[src/rtl/fetch_pkg.sv]
// Shared types and constants for the instruction-fetch slice.
package fetch_pkg;

    localparam int          FETCH_W  = 32;
    localparam logic [31:0] NOP_INST = 32'h0000_0013;
    localparam int          PC_STEP  = 4;

    typedef struct packed {
        logic [FETCH_W-1:0] pc;
        logic [FETCH_W-1:0] inst;
    } fetch_entry_t;

endpackage

[src/rtl/ifetch_if.sv]
// Bus bundle between the fetch unit, instruction memory, execute (redirects) and decode.
interface ifetch_if #(
    parameter int IMEM_W = 14,
    parameter int W      = 32
);
    logic [IMEM_W-1:0] imem_addr_o;
    logic [W-1:0]      imem_data_i;
    logic              redirect_i;
    logic [W-1:0]      redirect_pc_i;
    logic              inst_valid_o;
    logic              inst_ready_i;
    logic [W-1:0]      inst_o;
    logic [W-1:0]      inst_pc_o;
    logic              misalign_o;

    modport master (
        output imem_addr_o,
        input  imem_data_i,
        input  redirect_i,
        input  redirect_pc_i,
        output inst_valid_o,
        input  inst_ready_i,
        output inst_o,
        output inst_pc_o,
        output misalign_o
    );

    modport slave (
        input  imem_addr_o,
        output imem_data_i,
        output redirect_i,
        output redirect_pc_i,
        input  inst_valid_o,
        output inst_ready_i,
        input  inst_o,
        input  inst_pc_o,
        input  misalign_o
    );
endinterface

[src/rtl/fetch_fifo.sv]
// Prefetch FIFO of {pc, inst} entries; flush beats push and pop.
module fetch_fifo
    import fetch_pkg::*;
#(
    parameter int DEPTH = 2,
    localparam int PTR_W = $clog2(DEPTH),
    localparam int CNT_W = $clog2(DEPTH) + 1
) (
    input  logic             clk_i,
    input  logic             rst_i,
    input  logic             push_i,
    input  logic             pop_i,
    input  logic             flush_i,
    input  fetch_entry_t     wdata_i,
    output fetch_entry_t     rdata_o,
    output logic [CNT_W-1:0] count_o,
    output logic             full_o,
    output logic             empty_o
);

    fetch_entry_t     mem_q [DEPTH];
    logic [PTR_W-1:0] head_q, head_d;
    logic [PTR_W-1:0] tail_q, tail_d;
    logic [CNT_W-1:0] count_q, count_d;
    logic             do_push_s;
    logic             do_pop_s;

    assign full_o  = (count_q == CNT_W'(DEPTH));
    assign empty_o = (count_q == {CNT_W{1'b0}});
    assign count_o = count_q;
    assign rdata_o = mem_q[head_q];

    // Qualify requests against occupancy; a full FIFO may still accept when it pops.
    always_comb begin
        do_pop_s  = pop_i & ~empty_o;
        do_push_s = push_i & (~full_o | do_pop_s);
    end

    // Next-state pointers and occupancy.
    always_comb begin
        head_d  = head_q;
        tail_d  = tail_q;
        count_d = count_q;
        if (flush_i) begin
            head_d  = {PTR_W{1'b0}};
            tail_d  = {PTR_W{1'b0}};
            count_d = {CNT_W{1'b0}};
        end else begin
            head_d  = head_q + PTR_W'(do_pop_s);
            tail_d  = tail_q + PTR_W'(do_push_s);
            count_d = count_q + CNT_W'(do_push_s) - CNT_W'(do_pop_s);
        end
    end

    // Pointer and count registers.
    always_ff @(posedge clk_i) begin
        if (rst_i) begin
            head_q  <= {PTR_W{1'b0}};
            tail_q  <= {PTR_W{1'b0}};
            count_q <= {CNT_W{1'b0}};
        end else begin
            head_q  <= head_d;
            tail_q  <= tail_d;
            count_q <= count_d;
        end
    end

    // Entry storage; contents are only observed through a valid head.
    always_ff @(posedge clk_i) begin
        if (do_push_s && !flush_i && !rst_i) begin
            mem_q[tail_q] <= wdata_i;
        end else begin
            mem_q[tail_q] <= mem_q[tail_q];
        end
    end

endmodule

[src/rtl/ifetch.sv]
// Instruction-fetch initiator: fetch PC, misalignment halt, prefetch buffering to decode.
module ifetch
    import fetch_pkg::*;
#(
    parameter int            IMEM_W   = 14,
    parameter int            W        = FETCH_W,
    parameter int            DEPTH    = 2,
    parameter logic [W-1:0]  RESET_PC = {W{1'b0}}
) (
    input  logic     clk_i,
    input  logic     rst_i,
    ifetch_if.master bus
);

    localparam int CNT_W = $clog2(DEPTH) + 1;

    logic [W-1:0]     fetch_pc_q, fetch_pc_d;
    logic             misalign_q, misalign_d;
    logic             push_s;
    logic             pop_s;
    logic             inst_valid_s;
    logic             fifo_full_s;
    logic             fifo_empty_s;
    logic [CNT_W-1:0] fifo_count_s;
    fetch_entry_t     entry_wr_s;
    fetch_entry_t     entry_rd_s;

    // Handshake and fetch arbitration; redirect and a halted fetch suppress pushes.
    always_comb begin
        inst_valid_s = ~fifo_empty_s;
        pop_s        = bus.inst_ready_i & (fifo_count_s != {CNT_W{1'b0}});
        push_s       = ~bus.redirect_i & ~misalign_q & (~fifo_full_s | pop_s);
        entry_wr_s   = '{pc: fetch_pc_q, inst: bus.imem_data_i};
    end

    // Next fetch PC and sticky misalignment flag.
    always_comb begin
        fetch_pc_d = fetch_pc_q;
        misalign_d = misalign_q;
        if (bus.redirect_i) begin
            fetch_pc_d = bus.redirect_pc_i;
            misalign_d = (bus.redirect_pc_i[1:0] != 2'b00);
        end else if (push_s) begin
            fetch_pc_d = fetch_pc_q + W'(PC_STEP);
            misalign_d = misalign_q;
        end else begin
            fetch_pc_d = fetch_pc_q;
            misalign_d = misalign_q;
        end
    end

    // Fetch PC and misalignment registers.
    always_ff @(posedge clk_i) begin
        if (rst_i) begin
            fetch_pc_q <= RESET_PC;
            misalign_q <= 1'b0;
        end else begin
            fetch_pc_q <= fetch_pc_d;
            misalign_q <= misalign_d;
        end
    end

    fetch_fifo #(
        .DEPTH (DEPTH)
    ) u_fifo (
        .clk_i   (clk_i),
        .rst_i   (rst_i),
        .push_i  (push_s),
        .pop_i   (pop_s),
        .flush_i (bus.redirect_i),
        .wdata_i (entry_wr_s),
        .rdata_o (entry_rd_s),
        .count_o (fifo_count_s),
        .full_o  (fifo_full_s),
        .empty_o (fifo_empty_s)
    );

    // Head is zeroed whenever it does not hold a valid instruction.
    always_comb begin
        bus.imem_addr_o  = fetch_pc_q[IMEM_W-1:0];
        bus.inst_valid_o = inst_valid_s;
        bus.misalign_o   = misalign_q;
        if (inst_valid_s) begin
            bus.inst_o    = entry_rd_s.inst;
            bus.inst_pc_o = entry_rd_s.pc;
        end else begin
            bus.inst_o    = {W{1'b0}};
            bus.inst_pc_o = {W{1'b0}};
        end
    end

endmodule

[src/flat_wrapper.sv]
// flat-port wrapper written by rule: the top's interface ports become plain ports
module ifetch_flat import fetch_pkg::*;
#(
    parameter int            IMEM_W   = 14,
    parameter int            W        = FETCH_W,
    parameter int            DEPTH    = 2,
    parameter logic [W-1:0]  RESET_PC = {W{1'b0}}
)
  (clk_i, rst_i, bus_imem_addr_o, bus_imem_data_i, bus_redirect_i, bus_redirect_pc_i, bus_inst_valid_o, bus_inst_ready_i, bus_inst_o, bus_inst_pc_o, bus_misalign_o);
  ifetch_if #(.IMEM_W(IMEM_W), .W(W)) bus_i ();
  input  logic clk_i;
  input  logic rst_i;
  output wire logic [$bits(bus_i.imem_addr_o)-1:0] bus_imem_addr_o;
  input wire logic [$bits(bus_i.imem_data_i)-1:0] bus_imem_data_i;
  input wire logic [$bits(bus_i.redirect_i)-1:0] bus_redirect_i;
  input wire logic [$bits(bus_i.redirect_pc_i)-1:0] bus_redirect_pc_i;
  output wire logic [$bits(bus_i.inst_valid_o)-1:0] bus_inst_valid_o;
  input wire logic [$bits(bus_i.inst_ready_i)-1:0] bus_inst_ready_i;
  output wire logic [$bits(bus_i.inst_o)-1:0] bus_inst_o;
  output wire logic [$bits(bus_i.inst_pc_o)-1:0] bus_inst_pc_o;
  output wire logic [$bits(bus_i.misalign_o)-1:0] bus_misalign_o;
  assign bus_imem_addr_o = bus_i.imem_addr_o;
  assign bus_i.imem_data_i = bus_imem_data_i;
  assign bus_i.redirect_i = bus_redirect_i;
  assign bus_i.redirect_pc_i = bus_redirect_pc_i;
  assign bus_inst_valid_o = bus_i.inst_valid_o;
  assign bus_i.inst_ready_i = bus_inst_ready_i;
  assign bus_inst_o = bus_i.inst_o;
  assign bus_inst_pc_o = bus_i.inst_pc_o;
  assign bus_misalign_o = bus_i.misalign_o;
  ifetch #(.IMEM_W(IMEM_W), .W(W), .DEPTH(DEPTH), .RESET_PC(RESET_PC)) u_core (.clk_i(clk_i), .rst_i(rst_i), .bus(bus_i));
endmodule
[config.mk]
export PLATFORM = sky130hd
export DESIGN_NAME = ifetch_flat
export DESIGN_NICKNAME = d
export VERILOG_FILES = /design/src/rtl/fetch_pkg.sv /design/src/rtl/ifetch_if.sv /design/src/rtl/fetch_fifo.sv /design/src/rtl/ifetch.sv /design/src/flat_wrapper.sv
export SDC_FILE = /design/constraint.sdc
export NUM_CORES = 1
export LEC_CHECK = 0
export CAP_MARGIN = 10
export CORE_ASPECT_RATIO = 1.4
export CORE_MARGIN = 3
export CORE_UTILIZATION = 55
export CTS_BUF_LIST = sky130_fd_sc_hd__clkbuf_4
export CTS_CLUSTER_DIAMETER = 200
export CTS_CLUSTER_SIZE = 40
export DETAILED_ROUTE_END_ITERATION = 10
export GPL_TIMING_DRIVEN = 0
export PLACE_DENSITY = 0.93
export SYNTH_ARGS = -nofsm -noshare
export SYNTH_HDL_FRONTEND = slang
export SYNTH_SLANG_ARGS = --single-unit
[constraint.sdc]
create_clock -name clk_i -period 13.55 [get_ports clk_i]
set_input_delay 2.71 -clock clk_i [delete_from_list [all_inputs] [get_ports clk_i]]
set_output_delay 2.71 -clock clk_i [all_outputs]
set_load 0.02 [all_outputs]
Word-level counts from Yosys, hierarchy flattened --
Memories as Yosys holds them, arrays and structs flattened. A register that Yosys moved wholly into a read port is not among the register bits. Index checks and enable logic that the tools add are counted.
Word-level totals: input port bits 68, RAM bits 128, register bits after elaboration 37, word-level logic and storage cells 44, memories kept 1
Cells by class: $add $sub $neg 5, muxes and demuxes 9, reduce and logical (&&, ||, !) cells 10, equality and inequality tests 2, bitwise logic cells 12
Memory list:
- u_core.u_fifo.mem_q | depth 2, width 64, read ports 1, clocked after memory_dff 1, wr ports 1, line fetch_fifo.sv:21 | fetch_entry_t mem_q [DEPTH];
Operator list (number):
- $mux 32 | 4
- $mux 64 | 1
- $add 32x3->32 const B | 1
- $reduce_bool 2->1 | 3
- $and 1x1->1 | 5
- $mux 1 | 4
- $not 1->1 | 4
- $or 1x1->1 | 3
- $add 1x1->1 | 2
- $add 2x1->2 | 1
- $eq 2x2->1 const B | 1
- $logic_and 1x1->1 | 2
- $logic_not 1->1 | 2
- $logic_not 2->1 | 1
- $reduce_and 2->1 | 1
- $reduce_or 2->1 | 1
- $sub 2x1->2 | 1
- $ne 0x0->1 | 1

Longest topological paths before layout --
Gate-level depths: netlist of run 1.
word-level depth 10, mapped depth 10, mapped depth without buffers 9

Hierarchy --
From an unflattened synthesis of run 1, not the netlist that was laid out.
Unflattened totals: cells, all modules 533, area total of the unflattened synthesis 7218.2 µm²
Modules (own cells, without submodules):
- fetch_fifo | seq. area each 3923.8 µm², times used 1, area each 4824.6 µm², cells an instance 227
- ifetch | seq. area each 660.6 µm², times used 1, area each 2393.5 µm², cells an instance 306

Worst setup path after synthesis of run 1 --
No wires, ideal clock.
kind input to register, start input port bus_inst_ready_i, end memory u_core.u_fifo.mem_q[0][0] (netlist bit) (enable), library setup time 0.486 ns, cell stages on the path 6, setup slack 6.922 ns, arrival time 6.142 ns, path buffers 2, required time 13.064 ns, path through nor3b_2 > nor3_1 > buf_2 > nand2b_1 > buf_2 > nor2_1
On the way: word-level cells in the longest chain between the ends 9, elaborated cells on any way between the ends 13
Ends and longest elaborated chain:
- from (decl) | line flat_wrapper.sv:18 | input wire logic [$bits(bus_i.inst_ready_i)-1:0] bus_inst_ready_i;
- $and 1x1->1 (*) | line ifetch.sv:31 | pop_s = bus.inst_ready_i & (fifo_count_s != {CNT_W{1'b0}});
- $or 1x1->1 / $and 1x1->1 (equally long branches) | line ifetch.sv:32, fetch_fifo.sv:35
- $and 1x1->1 / $or 1x1->1 (equally long branches) | line ifetch.sv:32, fetch_fifo.sv:36
- $and 1x1->1 (*) | line fetch_fifo.sv:36 | do_push_s = push_i & (~full_o | do_pop_s);
- $logic_and 1x1->1 (*) (2 in series) | line fetch_fifo.sv:70 | if (do_push_s && !flush_i && !rst_i) begin
- $mux 1, on equally long branches | line fetch_fifo.sv:70, fetch_fifo.sv:73
- $mux 1 (implied by the code) / $reduce_and 2->1 (equally long branches)
- $or 1x1->1 (no line) (*)
- to (decl) | line fetch_fifo.sv:21
Every way passes the cells marked *; elsewhere a longest branch is shown, timed or not.

==> results of run 1 <==
[per-layer routing]
layer | GRT usage, % | part of all wire [%]
met2 | 39.90 | 54
met4 | 11.55 | 3.1
met5 | 0 | 0
met1 | 27.75 | 37
met3 | 4.363 | 6.6
[cells by family (layout without fill, tap and decap cells)]
family                   after synthesis  count (layout)
AO/OA/AOI/OAI                         67              67
XOR/XNOR                              15              15
adder cells (fa/ha/maj)                3               3
buffers and inverters                 55             236
flip-flops                           165             165
multiplexers                          68              68
other                                  0               1
AND/OR/NAND/NOR                      174             174
[cells in the mapped netlist, types with 2 or more instances]
library cell,number
dfxtp_1,37
inv_1,8
nor3b_1,2
xor2_1,11
and3_1,4
o22ai_1,10
nand3_1,14
nor4_1,4
or3_1,3
o211ai_1,2
xnor2_1,4
buf_1,4
and2_1,13
o21ai_0,5
buf_4,14
nor3_1,9
o311ai_0,7
and4_1,4
nor2_1,83
nand4_1,11
buf_2,11
a21oi_1,17
nand2_1,19
ha_1,3
mux2i_1,67
clkbuf_1,17
a31oi_1,18
edfxtp_1,128
[power groups by stage]
stage,combinational (mW),sequential [mW],clock [mW]
4_1_cts,0.132,0.580,0.287
5_1_grt,0.141,0.583,0.307
3_5_place_dp,0.132,0.592,0
6_report,0.132,0.581,0.283
2_1_floorplan,0.0666,0.587,0
3_3_place_gp,0.126,0.592,0
[final cells by class]
type | instances | share of cell area, %
Inverter | 9 | 0.3757
Clock buffer | 21 | 1.753
Sequential cell | 165 | 50.99
Tap cell | 150 | 2.087
Clock inverter | 11 | 1.433
Timing Repair Buffer | 149 | 16.81
Buffer | 46 | 2.658
Multi-Input combinational cell | 327 | 23.87
Antenna cell | 1 | 0.02783
[flip-flops by register name, summed over array words and instances, names as in the netlist]
name                   cells
u_core.u_fifo.tail_q       1
u_core.u_fifo.head_q       1
u_core.bus.misalign_o      1
u_core.u_fifo.count_o      2
u_core.fetch_pc_q         32
u_core.u_fifo.mem_q      128
[worst max-delay path, stage by stage (launching register included)]
cell,delay [ns]
dfxtp_1,0.35
clkbuf_1,0.54
buf_2,0.42
mux2i_1,0.13
nor2_1,0.11
clkdlybuf4s50_1,0.65
[stage by stage]
| step | worst slack, ns | std cells | cell area (sq um) | hold WS (ns) | util, % |
|---|---|---|---|---|---|
| 3_5_place_dp | 7.834 | 846 | 8702 | 0.4942 | 70.34 |
| 3_3_place_gp | 4.836 | 844 | 8647 | 0.4687 | 69.89 |
| 5_1_grt | 7.913 | 879 | 8991 | 0.5248 | 72.67 |
| 2_1_floorplan | 6.922 | 547 | 6988 | 0.4480 | - |
| 4_1_cts | 8.040 | 878 | 8989 | 0.5019 | 72.65 |
| 6_report | 8.112 | 879 | 8991 | 0.4996 | 72.67 |
[cells in the final DEF, fill, tap and decap left out, types with 13 or more instances in the layout]
cell / count
a21oi_1: 17
a31oi_1: 18
and2_1: 13
buf_4: 14
clkbuf_1: 17
clkbuf_4: 21
clkdlybuf4s50_1: 147
dfxtp_1: 37
edfxtp_1: 128
mux2i_1: 67
nand2_1: 19
nand3_1: 14
nor2_1: 81
[final timing paths]
path                                          endpoint  slack (ns)
hold reg to reg   u_core.u_fifo.mem_q[0][32]$_DFFE_PP_        0.50
setup reg to reg  u_core.u_fifo.mem_q[1][23]$_DFFE_PP_       10.63
setup / recovery                     bus_inst_pc_o[19]        8.11
hold / removal    u_core.u_fifo.mem_q[0][32]$_DFFE_PP_        0.50
==> flow_summary.yaml, run 1 <==
sta:
  max_freq_ghz: 0.1839
  finalSetupViolCount: 0
  finClkSkew_ns: 0.01763
  rsz0062_at_grt: "false"
  min_period_ns: 5.438
  tightest_slew_ns: 1.023
  maxSlewHeadroom_pct: 31.62
  hold_viol: 0
  final.period_utilization_pct: 40.13
  slew_violations: 0
  tns_ns: 0
clocking:
  postCtsHoldBufs: 0
  postCtsSetupBuffers: 0
  clk_pin_slew_ns: 0.13
  cts_buffers: 17
  ctsResizeCount: 0
  clock_latency_ns: 0.54
  htreeDepth: 4
  clock_path_buffers: 2
  cts_root_buf: "clkbuf_4"
  cts_tree: "yes"
  cts.sinks: 165
placed_design:
  gp_congestion: 0.9236
  hpwlAfterDp_um: 11690
  portBuffers: 147
job:
  cap_viol_max_count: 0
hold_path:
  worstHoldStart: "u_core.fetch_pc_q[0]$_SDFFE_PP0P_"
  min_path_cells: 0
  hold_path.class: "flip-flop to flip-flop"
critical_path:
  r2r_cells: 7
  start_kind: "flip-flop"
  r2r_start: "u_core.u_fifo.count_o[1]$_SDFF_PP0_"
  crit_fanout: 10
  worstPathRequired_ns: 10.84
  crit_start: "u_core.u_fifo.head_q$_SDFF_PP0_"
  crit_type: "flip-flop to output port"
  cp.arrival_ns: 2.73
  endpoint_kind: "output port"
yosys:
  synth-adder-area-share_pct: 0.5372
  netlist.area_leader.share_pct: 55.00
  synth-simple-area-share_pct: 12.12
  syn_nets: 618
  synth-compound-area-share_pct: 6.195
  async_reset_ff_share_pct: 0
  yosys.area.top_type: "edfxtp_1"
  seq_area_frac_synth_pct: 65.60
  synthTopCellsByArea: "edfxtp_1 (55%), dfxtp_1 (11%), mux2i_1 (9.6%)"
  synth-main-ff-cell: "edfxtp_1"
  syn_inst: 547
  yosys_warnings: 0
  synth_top_family_by_area: "simple AND/OR/NAND/NOR gates"
  synth-xor-area-share_pct: 1.880
  synth_edf_count: 128
  synthMuxAreaShare_pct: 9.758
  yosys.cell_types.count: 46
  syn_area_per_cell_sq_um: 12.78
  synth_seq_cells: 165
  synth_area_sq_mm: 0.006988
status:
  outcome: "finished, final reports clean"
routing:
  dr_total_vias: 5000
  drt-pass1-iter-count: 7
  drt_iter0_markers: 391
  via_per_inst: 5.688
  drc: 0
  wirelength_um: 16350
  detail_route.wl_per_cell_um: 18.61
  antenna_left: 0
floorplan:
  top_level_ports: 148
  num_rows: 48
  coreArea_sq_mm: 0.01237
  dieHeight_um: 139.4
  dieArea_sq_mm: 0.01411
  start_util_pct: 56.48
  die_x_um: 101.3
power_and_ir_drop:
  switching_power_mw: 0.2489
  power_density_mw_per_mm2: 110.7
  power.combinational.fraction_pct: 13.2
  p_leak_nw: 2.950
  total_power_mw: 0.9953
  p_int_mw: 0.7464
  switching_share_pct: 25.01
  p_seq_share_pct: 58.4
  peakVddDrop_uv: 57.41
  clock_power_share_pct: 28.4
global_routing:
  grt_pass1_wl_um: 25560
  antenna_found_initial: 1
  grt_max_degree: 36
  gr-total-overflow: 0
  track_usage_pct: 23.33
  grt_pass1_vias: 5060
layout:
  nets: 786
  nFillCells: 819
  multi_input_area_sq_mm: 0.002146
  layout-drive-gt1-share_pct: 9.341
  syn2layout_area_growth_pct: 28.67
  regArea_sq_mm: 0.004584
(Power assumes the default switching activity.)
==> run 2: changes to the inputs <==
CORE_UTILIZATION = 53   (was 55)
PLACE_DENSITY = 0.91   (was 0.93)
clock period = 5.2 ns   (was 13.55 ns; I/O delays follow)
==> run 2 against run 1 <==
Net effect: critical path depth did not move; routed wire length rose by 1.6%; largest power group unchanged; die area rose by 3.6%; via count rose by 0.12%; combinational power rose to 2.6 times the previous value; clock skew fell by 0.00073 ns; global-route usage fell by 0.63 points; non-clock buffer count rose by 2; sequential power rose to 2.6 times the previous value; highest routed layer unchanged; final area rose by 0.40%; worst hold slack improved by 0.0095 ns; first-iteration DRC count rose by 3.8%.
==> flow_summary.yaml, run 2 (synthesis gave the netlist of run 1 again) <==
routing:
  drt-pass1-iter-count: 7
  dr_total_vias: 5006
  via_per_inst: 5.663
  antenna_left: 0
  wirelength_um: 16620
  detail_route.wl_per_cell_um: 18.80
  drt_iter0_markers: 406
  drc: 0
floorplan:
  start_util_pct: 54.28
  top_level_ports: 148
  die_x_um: 103.0
  dieHeight_um: 141.9
  dieArea_sq_mm: 0.01462
  num_rows: 49
  coreArea_sq_mm: 0.01287
critical_path:
  crit_type: "flip-flop to output port"
  cp.arrival_ns: 2.76
  crit_fanout: 10
  endpoint_kind: "output port"
  worstPathRequired_ns: 4.16
  start_kind: "flip-flop"
sta:
  max_freq_ghz: 0.2629
  tightest_slew_ns: 0.7956
  finClkSkew_ns: 0.01691
  tns_ns: 0
  maxSlewHeadroom_pct: 46.55
  slew_violations: 0
  worst_hold_slack_ns: 0.5090
  finalSetupViolCount: 0
  min_period_ns: 3.803
  hold_viol: 0
  final.period_utilization_pct: 73.14
  rsz0062_at_grt: "false"
status:
  outcome: "finished, final reports clean"
hold_path:
  hold_path.class: "flip-flop to flip-flop"
layout:
  largest_reg_flops: 128
  nFillCells: 921
  syn2layout_area_growth_pct: 29.19
  regMostFlops: "u_core.u_fifo.mem_q"
  fin_util_pct: 70.12
  final_cell_mix: "clkdlybuf4s50_1 (147), edfxtp_1 (128), nor2_1 (81)"
  stdcell_count: 884
  layout-drive-gt1-share_pct: 9.452
  fin_area_sq_mm: 0.009027
  final_common_cell: "clkdlybuf4s50_1"
  nets: 788
placed_design:
  hpwlAfterDp_um: 11900
  placed_area_sq_mm: 0.008761
  gp_congestion: 0.9423
  portBuffers: 147
  dp.cells: 851
clocking:
  htreeDepth: 4
  ctsResizeCount: 0
  clock_path_buffers: 2
  postCtsHoldBufs: 0
  cts_tree: "yes"
  clk_pin_slew_ns: 0.13
  postCtsSetupBuffers: 0
  clock_latency_ns: 0.53
  cts.sinks: 165
  cts_root_buf: "clkbuf_4"
  cts_buffers: 17
power_and_ir_drop:
  power_density_mw_per_mm2: 282.8
  p_leak_nw: 2.971
  peakVddDrop_uv: 145.9
global_routing:
  grt_max_degree: 26
  grt_pass1_wl_um: 25500
  track_usage_pct: 22.70
  antenna_found_initial: 1
  gr-total-overflow: 0
  grt_pass1_vias: 5095
job:
  cap_viol_max_count: 0
run 2: cell count changes in the layout (fill, tap and decap cells not counted):
cell        delta
clkinv_2       +1
clkinv_4       +3
clkinv_1       +1
clkinvlp_4     -3
buf_16         +2
bufinv_16      -1
clkbuf_4       -3
inv_6          +2
run 2: final cells by class:
type                       instances  area (sq um)  area share (%)
tap                              153         191.4           2.121
antenna                            1         2.502         0.02772
sequential                       165          4584           50.78
multi-input combinational        327          2146           23.77
clock inverter                    14         128.9           1.428
inverter                           9         33.78          0.3742
clock buffer                      18         135.1           1.497
timing repair buffer             151          1567           17.35
buffer                            46         239.0           2.647
run 2: critical path, stage by stage (launching register included):
cell	delay, ns
dfxtp_1	0.35
clkbuf_1	0.55
buf_2	0.43
mux2i_1	0.15
nor2_1	0.13
clkdlybuf4s50_1	0.65
run 2: stage by stage:
stage,power [mW],setup WS [ns]
3_3_place_gp,1.871,-1.763
5_1_grt,2.642,1.232
3_5_place_dp,1.890,1.516
4_1_cts,2.565,1.328
2_1_floorplan,1.704,0.2420
6_report,2.553,1.397
run 2: routing by layer:
| layer | up-vias | GRT usage (%) | share of wire (%) | wire length (um) |
|---|---|---|---|---|
| met5 | - | 0 | 0 | 0 |
| met4 | 0 | 8.049 | 1.9 | 322 |
| met3 | 29 | 4.083 | 5.9 | 978 |
| met2 | 203 | 40.68 | 55 | 9120 |
| met1 | 2412 | 26.81 | 37 | 6199 |
| li1 | 2362 | - | - | - |
run 2: where the power goes:
part / switching, mW / internal [mW] / leakage, nW
clock network: 0.445 / 0.247 / 0.141
registers: 0.0415 / 1.47 / 1.48
logic: 0.180 / 0.168 / 1.35
total: 0.666 / 1.89 / 2.97
run 2: worst paths after layout:
| check | endpoint | cells after the start | slack [ns] | from |
|---|---|---|---|---|
| worst max-delay path | bus_inst_pc_o[24] | 5 | 1.40 | u_core.u_fifo.head_q$_SDFF_PP0_ |
| worst min-delay path | u_core.u_fifo.mem_q[0][32]$_DFFE_PP_ | 0 | 0.51 | u_core.fetch_pc_q[0]$_SDFFE_PP0P_ |
| worst max register to register | u_core.u_fifo.mem_q[0][41]$_DFFE_PP_ | 7 | 2.67 | u_core.u_fifo.count_o[1]$_SDFF_PP0_ |
| worst min register to register | u_core.u_fifo.mem_q[0][32]$_DFFE_PP_ | 0 | 0.51 | u_core.fetch_pc_q[0]$_SDFFE_PP0P_ |
==> run 3: changes to the inputs <==
clock period = 3.7 ns   (was 5.2 ns; I/O delays follow)
==> results of run 3 <==
Same layout as run 2 (identical final DEF). Status: finished, final reports clean.
Main changes from that run: setup slack after placement 1.516 ns -> 0.3161 ns; setup slack after layout 1.397 ns -> 0.1969 ns; register-to-register setup slack 2.67 ns -> 1.17 ns; total power 2.553 mW -> 3.588 mW; worst IR drop on VDD 145.9 uV -> 205.1 uV
